**src/rtl/snake_game_fsm.sv**
```systemverilog
`default_nettype none
// =============================================================================
// snake_game_fsm: snake game core state machine on a 16x16 wrapping grid
// Revision: 1.0 - initial release
// =============================================================================
module snake_game_fsm #(
  parameter int         MAX_LEN   = 16,
  parameter int         LEN_W     = 5,
  parameter int         START_LEN = 3,
  parameter logic [7:0] FOOD_INIT = 8'h3C,
  parameter logic [7:0] LFSR_SEED = 8'hA5
) (
  input  logic                   board_clk,
  input  logic                   reset,
  input  logic                   game_tick,
  input  logic                   btn_u,
  input  logic                   btn_d,
  input  logic                   btn_l,
  input  logic                   btn_r,
  input  logic                   start_ack,
  output logic                   Qi,
  output logic                   Qm,
  output logic                   Qc,
  output logic                   Qh,
  output logic                   Qe,
  output logic                   Qw,
  output logic                   Ql,
  output logic                   Qu,
  output logic [7:0]             food,
  output logic [LEN_W-1:0]       length,
  output logic [MAX_LEN*8-1:0]   locations
);

  localparam logic [7:0] S_INIT = 8'b0000_0001;
  localparam logic [7:0] S_MOVE = 8'b0000_0010;
  localparam logic [7:0] S_COMP = 8'b0000_0100;
  localparam logic [7:0] S_HIT  = 8'b0000_1000;
  localparam logic [7:0] S_EAT  = 8'b0001_0000;
  localparam logic [7:0] S_WIN  = 8'b0010_0000;
  localparam logic [7:0] S_LOSE = 8'b0100_0000;
  localparam logic [7:0] S_UPD  = 8'b1000_0000;

  // Encoding chosen so that the reverse of any direction is dir ^ 1
  localparam logic [1:0] DIR_U = 2'd0;
  localparam logic [1:0] DIR_D = 2'd1;
  localparam logic [1:0] DIR_L = 2'd2;
  localparam logic [1:0] DIR_R = 2'd3;

  localparam logic [LEN_W-1:0] START_LEN_L = LEN_W'(START_LEN);
  localparam logic [LEN_W-1:0] MAX_LEN_L   = LEN_W'(MAX_LEN);

  logic [7:0]       state_q, state_d;
  logic [1:0]       dir_q, dir_d, pend_dir_q, pend_dir_d;
  logic [7:0]       next_head_q, next_head_d;
  logic [7:0]       food_q, food_d, lfsr_q, lfsr_d;
  logic [LEN_W-1:0] length_q, length_d;
  logic             grow_q, grow_d;
  logic [7:0]       seg_q [MAX_LEN];
  logic [7:0]       seg_d [MAX_LEN];
  logic             btn_valid, eat, hit, cand_used;
  logic [1:0]       btn_dir;

  function automatic logic [7:0] seg_init(input int i);
    return (i < START_LEN) ? 8'h88 - 8'(i) : 8'hFF;
  endfunction

  function automatic logic [7:0] step_pos(input logic [7:0] p, input logic [1:0] d);
    logic [3:0] x, y;
    x = p[3:0];
    y = p[7:4];
    case (d)
      DIR_U:   y = y - 4'd1;
      DIR_D:   y = y + 4'd1;
      DIR_L:   x = x - 4'd1;
      default: x = x + 4'd1;
    endcase
    return {y, x};
  endfunction

  always_comb begin
    btn_valid = 1'b1;
    btn_dir   = DIR_R;
    if (btn_u)      btn_dir = DIR_U;
    else if (btn_d) btn_dir = DIR_D;
    else if (btn_l) btn_dir = DIR_L;
    else if (btn_r) btn_dir = DIR_R;
    else            btn_valid = 1'b0;
  end

  always_comb begin
    state_d     = state_q;
    dir_d       = dir_q;
    pend_dir_d  = pend_dir_q;
    next_head_d = next_head_q;
    food_d      = food_q;
    length_d    = length_q;
    grow_d      = grow_q;
    seg_d       = seg_q;
    lfsr_d      = {lfsr_q[6:0], lfsr_q[7] ^ lfsr_q[5] ^ lfsr_q[4] ^ lfsr_q[3]};
    eat         = (next_head_q == food_q);
    hit         = 1'b0;
    cand_used   = 1'b0;
    // The tail cell only counts as occupied when the snake is about to grow
    for (int i = 0; i < MAX_LEN; i++) begin
      if (seg_q[i] == next_head_q) begin
        if (LEN_W'(i) + LEN_W'(1) < length_q) hit = 1'b1;
        if (eat && (LEN_W'(i) + LEN_W'(1) == length_q)) hit = 1'b1;
      end
      if ((LEN_W'(i) < length_q) && (seg_q[i] == lfsr_q)) cand_used = 1'b1;
    end

    case (state_q)
      S_INIT: if (start_ack) state_d = S_MOVE;
      S_MOVE: begin
        if (btn_valid && (btn_dir != (dir_q ^ 2'b01))) pend_dir_d = btn_dir;
        if (game_tick) state_d = S_COMP;
      end
      S_COMP: begin
        dir_d       = pend_dir_q;
        next_head_d = step_pos(seg_q[0], pend_dir_q);
        state_d     = S_HIT;
      end
      S_HIT: begin
        if (hit) begin
          state_d = S_LOSE;
        end else begin
          grow_d  = eat;
          state_d = S_UPD;
        end
      end
      S_UPD: begin
        for (int i = 1; i < MAX_LEN; i++) seg_d[i] = seg_q[i-1];
        seg_d[0] = next_head_q;
        if (grow_q) begin
          length_d = length_q + LEN_W'(1);
          state_d  = (length_q + LEN_W'(1) == MAX_LEN_L) ? S_WIN : S_EAT;
        end else begin
          state_d = S_MOVE;
        end
      end
      S_EAT: begin
        if (!cand_used) begin
          food_d  = lfsr_q;
          state_d = S_MOVE;
        end
      end
      S_WIN, S_LOSE: begin
        if (start_ack) begin
          state_d     = S_INIT;
          dir_d       = DIR_R;
          pend_dir_d  = DIR_R;
          next_head_d = 8'h00;
          food_d      = FOOD_INIT;
          length_d    = START_LEN_L;
          grow_d      = 1'b0;
          for (int i = 0; i < MAX_LEN; i++) seg_d[i] = seg_init(i);
        end
      end
      default: state_d = S_INIT;
    endcase
  end

  always_ff @(posedge board_clk) begin
    if (reset) begin
      state_q     <= S_INIT;
      dir_q       <= DIR_R;
      pend_dir_q  <= DIR_R;
      next_head_q <= 8'h00;
      food_q      <= FOOD_INIT;
      lfsr_q      <= LFSR_SEED;
      length_q    <= START_LEN_L;
      grow_q      <= 1'b0;
      for (int i = 0; i < MAX_LEN; i++) seg_q[i] <= seg_init(i);
    end else begin
      state_q     <= state_d;
      dir_q       <= dir_d;
      pend_dir_q  <= pend_dir_d;
      next_head_q <= next_head_d;
      food_q      <= food_d;
      lfsr_q      <= lfsr_d;
      length_q    <= length_d;
      grow_q      <= grow_d;
      for (int i = 0; i < MAX_LEN; i++) seg_q[i] <= seg_d[i];
    end
  end

  assign Qi     = state_q[0];
  assign Qm     = state_q[1];
  assign Qc     = state_q[2];
  assign Qh     = state_q[3];
  assign Qe     = state_q[4];
  assign Qw     = state_q[5];
  assign Ql     = state_q[6];
  assign Qu     = state_q[7];
  assign food   = food_q;
  assign length = length_q;

  generate
    for (genvar g = 0; g < MAX_LEN; g++) begin : g_loc
      assign locations[8*g +: 8] = seg_q[g];
    end
  endgenerate

endmodule
`default_nettype wire

```
**config.mk**
```make
export PLATFORM = sky130hd
export DESIGN_NAME = snake_game_fsm
export DESIGN_NICKNAME = d
export VERILOG_FILES = /design/src/rtl/snake_game_fsm.sv
export SDC_FILE = /design/constraint.sdc
export NUM_CORES = 1
export LEC_CHECK = 0
export BUFFER_PORTS_ARGS = -buffer_cell sky130_fd_sc_hd__clkbuf_2
export CAP_MARGIN = 20
export CORE_MARGIN = 2
export CORE_UTILIZATION = 50
export DETAILED_ROUTE_END_ITERATION = 8
export MAX_ROUTING_LAYER = met4
export PLACE_DENSITY = 0.71
export SETUP_SLACK_MARGIN = 0.4
export SYNTH_ARGS = -nofsm -noshare
export SYNTH_HDL_FRONTEND = slang
export SYNTH_SLANG_ARGS = --single-unit
```
**constraint.sdc**
```tcl
create_clock -name board_clk -period 7.1 [get_ports board_clk]
set_input_delay 0.355 -clock board_clk [delete_from_list [all_inputs] [get_ports board_clk]]
set_output_delay 0.355 -clock board_clk [all_outputs]
set_load 0.01 [all_outputs]
```
# == Yosys cells after proc, flatten, opt, wreduce, memory -nomap -nowiden ==
# Index checks and enable logic that the tools add are counted.
# totals
in_bits,8
regBits,170
out_inout_bits,149
# op_classes
n_reduce_logical,48
n_bitwise,4
n_addsub,5
n_mux,98
order_cmp,17
eq_ne,68
# op_table
cell,count
$eq A8 B8 Y1,33
$pmux W128 S2,1
$mux W128,1
$mux W1,71
$mux W8,8
$pmux W8 S7,1
$eq A4 B5 Y1 const A,8
$lt A4 B5 Y1 const A,8
$logic_and A1 B1 Y1,33
$pmux W8 S2,2
$eq A3 B5 Y1 const A,4
$lt A3 B5 Y1 const A,4
$pmux W4 S2,2
$ne A2 B2 Y1 const B,7
$mux W6,2
$reduce_and A3 Y1,4
$eq A2 B5 Y1 const A,2
$lt A1 B5 Y1 const A,2
$lt A2 B5 Y1 const A,2
$mux W5,2
$pmux W5 S2,1
$reduce_bool A2 Y1,5
$add A4 B1 Y4 const B,2
$eq A8 B1 Y1 const B,1
25 further kinds,34

# == Logic depth before layout (Yosys ltp) ==
# Gate-level depths: netlist (run 1).
# depth
depth_word,51
depth_mapped,12
depth_no_buf,11

# == Worst setup path before layout (run 1) ==
# No wires, ideal clock.
# synth_timing
path_type,reg2reg
from,"reg length_q[1], in the netlist length[1]"
to,"reg food_q[2], in the netlist food[2]"
synth_period_minus_slack_ns,2.390
required_ns,6.983
stages_incl_launch_ff,11
path_slack_ns,4.710
arrival_ns,2.273
path_cell_list,dfxtp_1 -> or3_1 -> a21oi_2 -> nor3_1 -> nor4_2 -> nand3_1 -> o41ai_4 -> o21ai_2 -> or3_1 -> buf_2 -> o22a_1
# synth_via
elab_chain_cells,20
elab_cells_between_ends,50
classes_between,order compare (16); eq/ne (1); mux (16); reduce/logical (17)
# synth_lines
item,line,source
"start, declared",56,"logic [LEN_W-1:0] length_q, length_d;"
"start signal, assigned",181,length_q <= length_d;
$lt A1 B5 Y1,109,if ((LEN_W'(i) < length_q) && (seg_q[i] == lfsr_q)) cand_used = 1'b1;
$logic_and A1 B1 Y1,109,
$mux W1 (15 in series),109,
$mux W1 (*),109,
$ne A2 B2 Y1 (no line) (*),-,
$reduce_and A3 Y1 (no line) (*),-,
"end signal, assigned",179,food_q <= food_d;
"end, declared",55,"logic [7:0] food_q, food_d, lfsr_q, lfsr_d;"
# Every way passes the cells marked *; elsewhere a longest branch is shown, timed or not.
# A chain may end at the register's enable or synchronous reset.

# == Final worst setup path (run 1) ==
# layout_timing
from,reg next_head_q[4]
to,reg grow_q
# layout_via
elab_chain_cells,51
elab_cells_between_ends,84
classes_between,eq/ne (18); mux (49); reduce/logical (17)
# layout_lines
item,line,source
"start, declared",54,"logic [7:0] next_head_q, next_head_d;"
"start signal, assigned",178,next_head_q <= next_head_d;
$eq A8 B8 Y1,100,eat = (next_head_q == food_q);
$logic_and A1 B1 Y1,107,if (eat && (LEN_W'(i) + LEN_W'(1) == length_q)) hit = 1'b1;
$mux W1,107,
$mux W1,105,if (seg_q[i] == next_head_q) begin
$mux W1,106,if (LEN_W'(i) + LEN_W'(1) < length_q) hit = 1'b1;
$mux W1,107,
$mux W1,105,
$mux W1,106,
[35 not listed],-,
$mux W1,106,
$mux W1,107,
$mux W1,105,
$mux W1,106,
$mux W1,107,
$mux W1,105,
$ne A2 B2 Y1 (no line),-,
$reduce_and A3 Y1 (no line),-,
"end signal, assigned",182,grow_q <= grow_d;
"end, declared",57,"logic grow_q, grow_d;"
# Several ways; a longest one is shown, not always the timed one. The select of a mux whose other input is x is not followed.

==> out/results.txt, run 1 <==
outcome: completed
insertion delay to the later sink of the worst-skew pair: 440 ps
Cells after DPL: 1624
dpl cell area: 0.0112 mm^2
Worst EP required: 7470 ps
flop and latch count out of synthesis: 170
clock buffer depth: 2
post-synthesis sequential area ratio: 32.4%
std cell rows: 53
WL/cell: 21.6 um
FFs w/ async S/R, synth: 0%
YS warnings: 0
CTS Buf Count: 17
Die H: 149 um
Net Count, Synth: 1300
r2r setup slk: 3850 ps
fillers: 1968
critical path fanouts, max: 11
routed wire length: 35.8 mm
Worst-path clk slew: 70 ps
GRT Util Overall: 32.9%
Slew HR: 24.0%
WP data arrival: 3610 ps
number of buffers added on ports: 156
Slew Limit Fails: 0
total congestion overflow: 0
Via Count: 10100
TritonCTS clock tree: done
Final setup viols: 0
nets: 1385
LEAKAGE: 4.77 nW
Core Box Area: 0.0208 mm^2
period utilization: 45.7%
PD cells: 187 mW/mm^2
slew at the pin closest to its max-slew limit: 1140 ps
RSZ-0062 raised after global routing: no
Setup TNS Final: 0 ps
max_cap viols: 0
post-layout min period: 3250 ps
Setup Fix Bufs, Post-CTS: 0
critical path endpoint category: flip-flop
DR vias/cell: 6.12
Pre-antenna DRT Iters: 7
largest net degree at the start of global routing: 83
Final Cell Area: 0.0119 mm^2
FMAX: 308 MHz
number of DRC markers after the initial detailed-route iteration: 1053
Detailed Place HPWL: 24.0 mm
Synth Cell Area: 0.0105 mm^2
Total Die Area: 0.0222 mm^2
Root Driver: clkbuf_16
Final Skew: 9.90 ps
Area growth syn-to-layout: 13.4%
number of remaining DRC errors: 0
initial antenna violation count: 0
Post-synth EDFFs: 0
ys flop type: dfxtp_1
hold depth: 3
WS Path Type: reg2reg
# diodes: 0
Post-CTS Hold Buffers: 0
Ports: 157
htree depth: 4
Peak VDD IR: 0.176 mV
DIE WIDTH: 149 um
Register-to-Register Path Depth: 10
first-pass GRT wire length: 54.9 mm
vias in the first global route: 9427
Detail Route Antenna Nets: 0
Post-Synthesis Cells: 1283
syn_area_per_cell: 8.18 um^2
GPL Wtd Cong: 0.972
distinct cell type count after synthesis: 57
clock sinks: 170
min-delay worst type: in2reg
final std cells w/o fill: 1656
post-cts repair resize count: 0
Starting Density: 50.4%
Final Hold Fails: 0
fin util: 57.2%
share of cells above drive strength 1: 15.7%
crit start category: flip-flop
-- cells in the mapped netlist (all sizes together), types with 3 or more instances --
| cell | n | share of area, % |
|---|---|---|
| dfxtp | 170 | 32 |
| xnor2 | 151 | 13 |
| nor2 | 145 | 5.3 |
| nor3 | 126 | 6.1 |
| xor2 | 125 | 10 |
| o21bai | 112 | 8.0 |
| clkbuf | 69 | 2.5 |
| nand2 | 53 | 1.9 |
| buf | 40 | 2.7 |
| nand3 | 38 | 1.8 |
| nand4 | 36 | 2.1 |
| nor4 | 31 | 1.9 |
| a21oi | 29 | 1.4 |
| a31oi | 21 | 1.3 |
| o21ai | 18 | 0.89 |
| inv | 16 | 0.57 |
| a211oi | 7 | 0.50 |
| a21o | 7 | 0.50 |
| ha | 7 | 0.83 |
| nand2b | 7 | 0.42 |
| nor2b | 7 | 0.42 |
| o22ai | 5 | 0.30 |
| or3 | 5 | 0.30 |
| and3 | 4 | 0.24 |
| mux2i | 4 | 0.38 |
| nand3b | 4 | 0.29 |
| o211ai | 4 | 0.29 |
| o22a | 4 | 0.33 |
| o41ai | 4 | 0.51 |
| and2 | 3 | 0.18 |
| or2 | 3 | 0.18 |
-- report_power, final --
group | internal [mW] | leakage, nW | switching [mW]
logic | 0.0796 | 3.07 | 0.0928
registers | 0.962 | 1.38 | 0.0285
clock network | 0.650 | 0.328 | 0.417
-- worst paths after layout --
kind | start | endpoint
hold / removal | game_tick | state_q[0]$_SDFFE_PP1P_
hold reg to reg | food[6]$_SDFFE_PP0P_ | food[6]$_SDFFE_PP0P_
setup reg to reg | next_head_q[4]$_SDFFE_PP0P_ | grow_q$_SDFFE_PP0P_
setup / recovery | next_head_q[4]$_SDFFE_PP0P_ | grow_q$_SDFFE_PP0P_
-- cell usage in the layout (no fill, tap or decap), types with 3 or more instances in the layout --
| master | count |
|---|---|
| xnor2_1 | 151 |
| mux2i_1 | 4 |
| inv_1 | 16 |
| ha_1 | 7 |
| a211oi_1 | 7 |
| xor2_1 | 125 |
| dfxtp_1 | 170 |
| o211ai_1 | 4 |
| nor2b_1 | 7 |
| nand2_1 | 53 |
| o22a_1 | 4 |
| o21ai_0 | 17 |
| nand3b_1 | 4 |
| nand4_1 | 36 |
| or3_1 | 5 |
| inv_6 | 3 |
| a21o_1 | 7 |
| o41ai_1 | 3 |
| nor2_1 | 144 |
| or2_2 | 3 |
| clkbuf_16 | 17 |
| nand3_1 | 38 |
| and3_1 | 4 |
| nand2b_1 | 7 |
| a31oi_1 | 21 |
| o21bai_1 | 112 |
| nor4_1 | 30 |
| o22ai_1 | 5 |
| a21oi_1 | 28 |
| clkbuf_2 | 155 |
| buf_4 | 20 |
| nor3_1 | 125 |
| bufinv_16 | 5 |
-- area by class of cell --
type                       instances  area [um^2]  area share, %
inverter                          16         60.1          0.505
multi-input combinational        988         6500           54.6
tap                              275          344           2.89
clock inverter                    12          210           1.77
timing repair buffer             175          926           7.78
sequential                       170         3400           28.6
clock buffer                      20          457           3.84
-- through the flow --
stage          hold slack, ps  power, mW  worst slack (ps)
6_report                  229       2.23              3850
5_1_grt                   265       2.28              3640
4_1_cts                   217       2.23              3890
3_5_place_dp              504       1.18              3930
3_3_place_gp              501       1.18              3960
2_1_floorplan             483       1.15              4710
-- sequential cells by signal (all words and copies together) (netlist names), 2 cells and up --
register and count:
pend_dir_q 2, next_head_q 8, dir_q 2, state_q 8
lfsr_q 8, length 5, locations 128, food 8
-- kinds of logic (layout without fill, tap and decap cells) --
| family | Yosys count | after routing | synth area share (%) |
|---|---|---|---|
| buffers and inverters | 125 | 223 | 5.72 |
| AND/OR/NAND/NOR | 470 | 470 | 21.8 |
| flip-flops | 170 | 170 | 32.4 |
| multiplexers | 4 | 4 | 0.381 |
| AO/OA/AOI/OAI | 229 | 229 | 15.5 |
| adder cells (fa/ha/maj) | 9 | 9 | 1.22 |
| XOR/XNOR | 276 | 276 | 23.0 |
-- layer usage --
layer  vias up  part of all wire [%]  GRT usage, %
met4         0                   3.7          12.4
met5         -                     0             -
met2       512                    47          50.6
met3       105                   7.2          4.50
li1       4607                     -             -
met1      4916                    42          44.1
-- critical path, stage by stage (launching register included) --
cell      delay [ps]
dfxtp_1          930
buf_4            350
xor2_1           100
or4_1            470
nor4_1           510
a31o_1           230
a211oi_1          70
nand4_1          110
a211oi_1         100
a21o_1           210
a21oi_1          110
No activity file was read; power rests on OpenSTA's default activity.
==> run 2, diff against run 1 <==
- clock period: 7.1 -> 3.25 ns (I/O delays scaled with it)
==> run 2 against run 1 <==
Effect of this change:
- total power increased by 100%
- register-to-register slack got worse by 3400 ps
- non-clock buffer count increased by 54
- combinational power increased to 2.5 times the previous value
- largest cell class unchanged
- first-iteration DRC count decreased by 21%
- largest power group is now sequential cells
- design area increased by 3.0%
- critical endpoint is now food[2]$_SDFFE_PP1P_
- maximum frequency increased by 16%
- sequential power increased by 110%
- count of clock-buffer cells in the layout decreased by 1
- die area unchanged
- cell count increased by 3.3%
==> out/results.txt, run 2 (synthesized netlist as in run 1, its figures left out) <==
outcome: completed
crit start category: flip-flop
Die H: 149 um (unchanged)
PD cells: 371 mW/mm^2 (+98%)
RSZ-0062 raised after global routing: no
htree depth: 4 (unchanged)
min-delay worst type: in2reg
routed wire length: 37.0 mm (+3.2%)
Detailed Place HPWL: 26.6 mm (+11%)
hold path endpoint: state_q[0]$_SDFFE_PP1P_
Top delay family on crit path: compound AO/OA/AOI/OAI gates
Final Hold Fails: 0 (unchanged)
Slew Limit Fails: 0 (unchanged)
Total Die Area: 0.0222 mm^2 (unchanged)
FMAX: 357 MHz (+16%)
Crit path largest cell delay: 420 ps (-510 ps)
Peak VDD IR: 0.330 mV (+87%)
# diodes: 0 (unchanged)
critical path fanouts, max: 11 (unchanged)
TritonCTS clock tree: done
clock buffer depth: 2 (unchanged)
Pre-antenna DRT Iters: 5 (-2)
WP data arrival: 3120 ps (-490 ps)
met3 wire length: 2.40 mm (-7.3%)
Hold Crit Start: game_tick
number of remaining DRC errors: 0 (unchanged)
Worst-path clk slew: 80 ps (about the same)
LEAKAGE: 4.99 nW (+4.6%)
DIE WIDTH: 149 um (unchanged)
number of DRC markers after the initial detailed-route iteration: 828 (-21%)
first-pass GRT wire length: 56.8 mm (+3.4%)
std cell rows: 53 (unchanged)
Core Box Area: 0.0208 mm^2 (unchanged)
Critical-path top delay cell: nor4_2
top layer in use: met4
Worst Path Buf+Inv: 2 (+1)
Ports: 157 (unchanged)
R2R Path End: food[2]$_SDFFE_PP1P_
crit-path cells: buf_4 > xor2_1 > nor4_2 > o21ai_0 > o21ai_0 > o41ai_4 > buf_4 > o21a_1 > a21o_1 > o22a_1
WL/cell: 21.6 um (about the same)
Via Count: 10100 (-0.34%)
r2r setup slk: 450 ps (-3400 ps)
DR vias/cell: 5.91 (-3.5%)
critical path endpoint category: flip-flop
total congestion overflow: 0 (unchanged)
nets: 1439 (+3.9%)
CTS Buf Count: 17 (unchanged)
clock sinks: 170 (unchanged)
reg2reg start: lfsr_q[2]$_SDFF_PP1_
period utilization: 86.1% (+40 points)
Area growth syn-to-layout: 16.8%
Post-CTS Hold Buffers: 0 (unchanged)
hold depth: 3 (unchanged)
Detail Route Antenna Nets: 0 (unchanged)
Setup TNS Final: 0 ps (unchanged)
post-layout min period: 2800 ps (-449 ps)
metal2 WL: 17.3 mm (+3.8%)
vias in the first global route: 9542 (+1.2%)
WL met1: 16.4 mm (+7.8%)
share of cells above drive strength 1: 19.2% (+3.5 points)
slew at the pin closest to its max-slew limit: 711 ps (-428 ps)
largest net degree at the start of global routing: 131 (+58%)
Root Driver: clkbuf_16
insertion delay to the later sink of the worst-skew pair: 440 ps (about the same)
initial antenna violation count: 0 (unchanged)
most frequent cells in the layout: dfxtp_1, clkbuf_2, xnor2_1
GPL Wtd Cong: 0.987 (+1.6%)
Final Skew: 11.3 ps (+1.38 ps)
Starting Density: 50.4% (unchanged)
Final setup viols: 0 (unchanged)
Fin Hold WS: 33.6 ps (-195 ps)
WS Path Type: reg2reg
max_cap viols: 0 (unchanged)
Register-to-Register Path Depth: 10 (unchanged)
number of flip-flops in the largest register: 128 (unchanged)
GRT Util Overall: 34.0% (+1.1 points)
Slew HR: 52.6% (+29 points)
number of buffers added on ports: 156 (unchanged)
Worst EP required: 3570 ps (-3900 ps)
commonest non-fill, non-tap cell in the layout: dfxtp_1
run 2: changes by cell type in the layout (fill, tap and decap cells not counted), sizes merged:
cell      change
buf          +54
bufinv        -5
clkinvlp      +3
inv           +2
clkbuf        -1
clkinv        +1
run 2: through the flow:
step	power [mW]	std cells	cell area, um^2	worst slack, ps	utilization, %
2_1_floorplan	2.51	1283	10500	860	-
5_1_grt	4.67	1710	12300	375	58.9
4_1_cts	4.55	1709	12200	469	58.8
6_report	4.55	1710	12300	451	58.9
3_3_place_gp	2.60	1677	11700	506	56.1
3_5_place_dp	2.60	1677	11700	498	56.1
run 2: report_power, final:
part	switching, mW	internal [mW]
Combinational	0.243	0.193
Sequential	0.0286	2.10
Clock	0.944	1.04
Total	1.22	3.33
run 2: worst register-to-register path, delay by kind of cell (launching register included):
family / cells / cell delay (ps)
flip-flops: 1 / 380
AO/OA/AOI/OAI: 6 / 1330
AND/OR/NAND/NOR: 1 / 420
XOR/XNOR: 1 / 130
buffers and inverters: 2 / 440
run 2: worst max path at each step:
| stage | depth (start not counted) | end | start | slack, ps |
|---|---|---|---|---|
| 2_1_floorplan | 10 | food[4]$_SDFFE_PP1P_ | length[1]$_SDFFE_PP1P_ | 860 |
| 3_3_place_gp | 9 | food[3]$_SDFFE_PP1P_ | lfsr_q[7]$_SDFF_PP1_ | 510 |
| 3_5_place_dp | 9 | food[2]$_SDFFE_PP1P_ | lfsr_q[7]$_SDFF_PP1_ | 500 |
| 4_1_cts | 9 | food[2]$_SDFFE_PP1P_ | lfsr_q[7]$_SDFF_PP1_ | 470 |
| 5_1_grt | 10 | food[2]$_SDFFE_PP1P_ | lfsr_q[2]$_SDFF_PP1_ | 380 |
| 6_report | 10 | food[2]$_SDFFE_PP1P_ | lfsr_q[2]$_SDFF_PP1_ | 450 |
run 2: cell type report:
cell class	instances	area [um^2]
multi-input combinational	988	6510
fill	1943	8560
clock inverter	13	108
tap	275	344
sequential	170	3410
clock buffer	19	453
inverter	16	60.1
timing repair buffer	229	1380
run 2: what timing repair did:
| action | 4_1_cts | 5_1_grt |
|---|---|---|
| buffers inserted | 0 | 1 |
| endpoints found under the setup margin | 0 | 10 |
| endpoints found under the hold margin | 0 | 0 |
| resized for setup | 0 | 4 |
run 2: routing by layer:
layer  track usage, %  vias to the layer above
li1                 -                     4710
met1             46.1                     4877
met2             53.3                      461
met3             4.71                       58
met4             9.05                        0
met5                -                        -
==> run 3, diff against run 2 <==
- CAP_MARGIN: 20 -> 5
- CORE_UTILIZATION: 50 -> 40
- PLACE_DENSITY: 0.71 -> unset
==> run 3 against run 2 <==
Effect of this change:
- sequential share of layout area fell by 0.16 points
- non-clock buffer count fell by 8
- die area rose by 24%
- design area rose by 0.64%
- first-iteration DRC count rose by 9.8%
- worst setup slack improved by 80 ps
- clock skew rose by 4.3 ps
- register-to-register slack improved by 80 ps
- total power rose by 2.4%
- clock power rose by 5%
- utilization fell by 11 points
==> out/results.txt, run 3 (synthesized netlist as in run 1, its figures left out) <==
PD cells: 378 mW/mm^2 (+1.8%)
worst setup margin: 532 ps (+80.1 ps)
Setup TNS Final: 0 ps (unchanged)
Multi-input gate area: 0.00653 mm^2 (+0.35%)
number of flip-flops in the largest register: 128 (unchanged)
Pre-antenna DRT Iters: 5 (unchanged)
Die H: 166 um (+11%)
Slew Limit Fails: 0 (unchanged)
largest net degree at the start of global routing: 131 (unchanged)
total congestion overflow: 0 (unchanged)
DR vias/cell: 5.75 (-2.8%)
slew at the pin closest to its max-slew limit: 798 ps (+87.4 ps)
Worst-path clk slew: 70 ps (about the same)
CTS Buf Count: 17 (unchanged)
number of buffers added on ports: 156 (unchanged)
pre-CTS setup slack: 256 ps (-243 ps)
insertion delay to the later sink of the worst-skew pair: 440 ps (about the same)
first-pass GRT wire length: 60.4 mm (+6.4%)
Via Count: 10100 (+0.17%)
clock buffer depth: 2 (unchanged)
most frequent cells in the layout: dfxtp_1, clkbuf_2, xnor2_1
post-layout min period: 2720 ps (-80.1 ps)
Detailed Place HPWL: 27.7 mm (+3.9%)
initial antenna violation count: 0 (unchanged)
Core Box Area: 0.0259 mm^2 (+24%)
Post-CTS Hold Buffers: 0 (unchanged)
Detail Route Antenna Nets: 0 (unchanged)
DIE WIDTH: 166 um (+11%)
GPL Wtd Cong: 1.02 (+3.0%)
std cell rows: 59 (+11%)
Ports: 157 (unchanged)
RSZ-0062 raised after global routing: yes
Slew HR: 46.8% (-5.8 points)
number of DRC markers after the initial detailed-route iteration: 909 (+9.8%)
WL/cell: 22.2 um (+2.8%)
htree depth: 4 (unchanged)
Area growth syn-to-layout: 17.6%
Starting Density: 40.5% (-9.9 points)
period utilization: 83.6% (-2.5 points)
Worst EP required: 3580 ps (about the same)
Peak VDD IR: 0.343 mV (+4.0%)
critical path endpoint category: flip-flop
GRT Util Overall: 28.7% (-5.3 points)
outcome: completed
crit start category: flip-flop
WP data arrival: 3050 ps (-70 ps)
routed wire length: 39.1 mm (+5.9%)
fillers: 2527 (+30%)
FF+latch area: 0.00341 mm^2 (about the same)
share of cells above drive strength 1: 19.1% (-0.17 points)
max_cap viols: 0 (unchanged)
FMAX: 368 MHz (+2.9%)
TritonCTS clock tree: done
LEAKAGE: 4.99 nW (-0.12%)
clock sinks: 170 (unchanged)
# diodes: 0 (unchanged)
number of remaining DRC errors: 0 (unchanged)
Final setup viols: 0 (unchanged)
commonest non-fill, non-tap cell in the layout: dfxtp_1
Final Hold Fails: 0 (unchanged)
min-delay worst type: in2reg
critical path fanouts, max: 14 (+3)
nets: 1431 (-0.56%)
WS Path Type: reg2reg
Final Skew: 15.5 ps (+4.26 ps)
Root Driver: clkbuf_16
Total Die Area: 0.0276 mm^2 (+24%)
vias in the first global route: 9585 (+0.45%)
-- run 3: cell types whose count changed in the layout (fill, tap and decap cells not counted), moves of 3 or more --
cell	delta
clkinvlp_4	-3
clkinv_8	+3
buf_4	-11
buf_6	+4
-- run 3: final cells by class --
class	count	share of cell area, %
multi-input cells	988	52.9
flip-flops and latches	170	27.6
well taps	335	3.40
repair buffers	221	10.7
inverters	16	0.487
clock buffers	19	3.67
clock inverters	13	1.17
-- run 3: worst max-delay path: stages, from the launching register on --
cell and delay [ps]:
dfxtp_4 450, buf_4 210, nand3_1 240, a2111oi_2 450, nand3_1 180, o21ai_0 190, o41ai_4 120, buf_4 170
o21a_1 140, a21o_1 240, o22a_1 220
-- run 3: routing by layer --
layer	global-route usage [%]	part of all wire [%]
met2	43.9	46
met5	-	0
met1	40.0	46
met3	3.48	5.4
met4	7.64	2.2
-- run 3: final timing paths --
kind                            cells past startpoint                 endpoint                    start  slack (ps)
worst max-delay path                               10     food[2]$_SDFFE_PP1P_   length[2]$_SDFFE_PP0P_         530
worst max register to register                     10     food[2]$_SDFFE_PP1P_   length[2]$_SDFFE_PP0P_         530
worst min-delay path                                3  state_q[0]$_SDFFE_PP1P_                game_tick          40
worst min register to register                      2  state_q[6]$_SDFFE_PP0P_  state_q[6]$_SDFFE_PP0P_         530
-- run 3: metrics by stage --
stage | total power [mW] | std cells | hold WS (ps) | util [%] | cell area, um^2
6_report | 4.66 | 1762 | 35.0 | 47.6 | 12300
3_3_place_gp | 2.61 | 1727 | 474 | 45.0 | 11700
2_1_floorplan | 2.51 | 1283 | 346 | - | 10500
3_5_place_dp | 2.62 | 1727 | 469 | 45.0 | 11700
5_1_grt | 4.82 | 1762 | 45.7 | 47.6 | 12300
4_1_cts | 4.67 | 1761 | 26.7 | 47.4 | 12300
-- run 3: timing repair --
action,CTS,global route
setup buffers,2,1
resized for setup,2,14
setup endpoints to repair,7,10
endpoints found under the hold margin,0,0
pin swaps,2,1
-- run 3: power breakdown --
part | switching [mW] | total (mW) | internal (mW)
combinational | 0.247 | 0.446 | 0.198
clock | 1.01 | 2.08 | 1.07
sequential | 0.0352 | 2.14 | 2.10
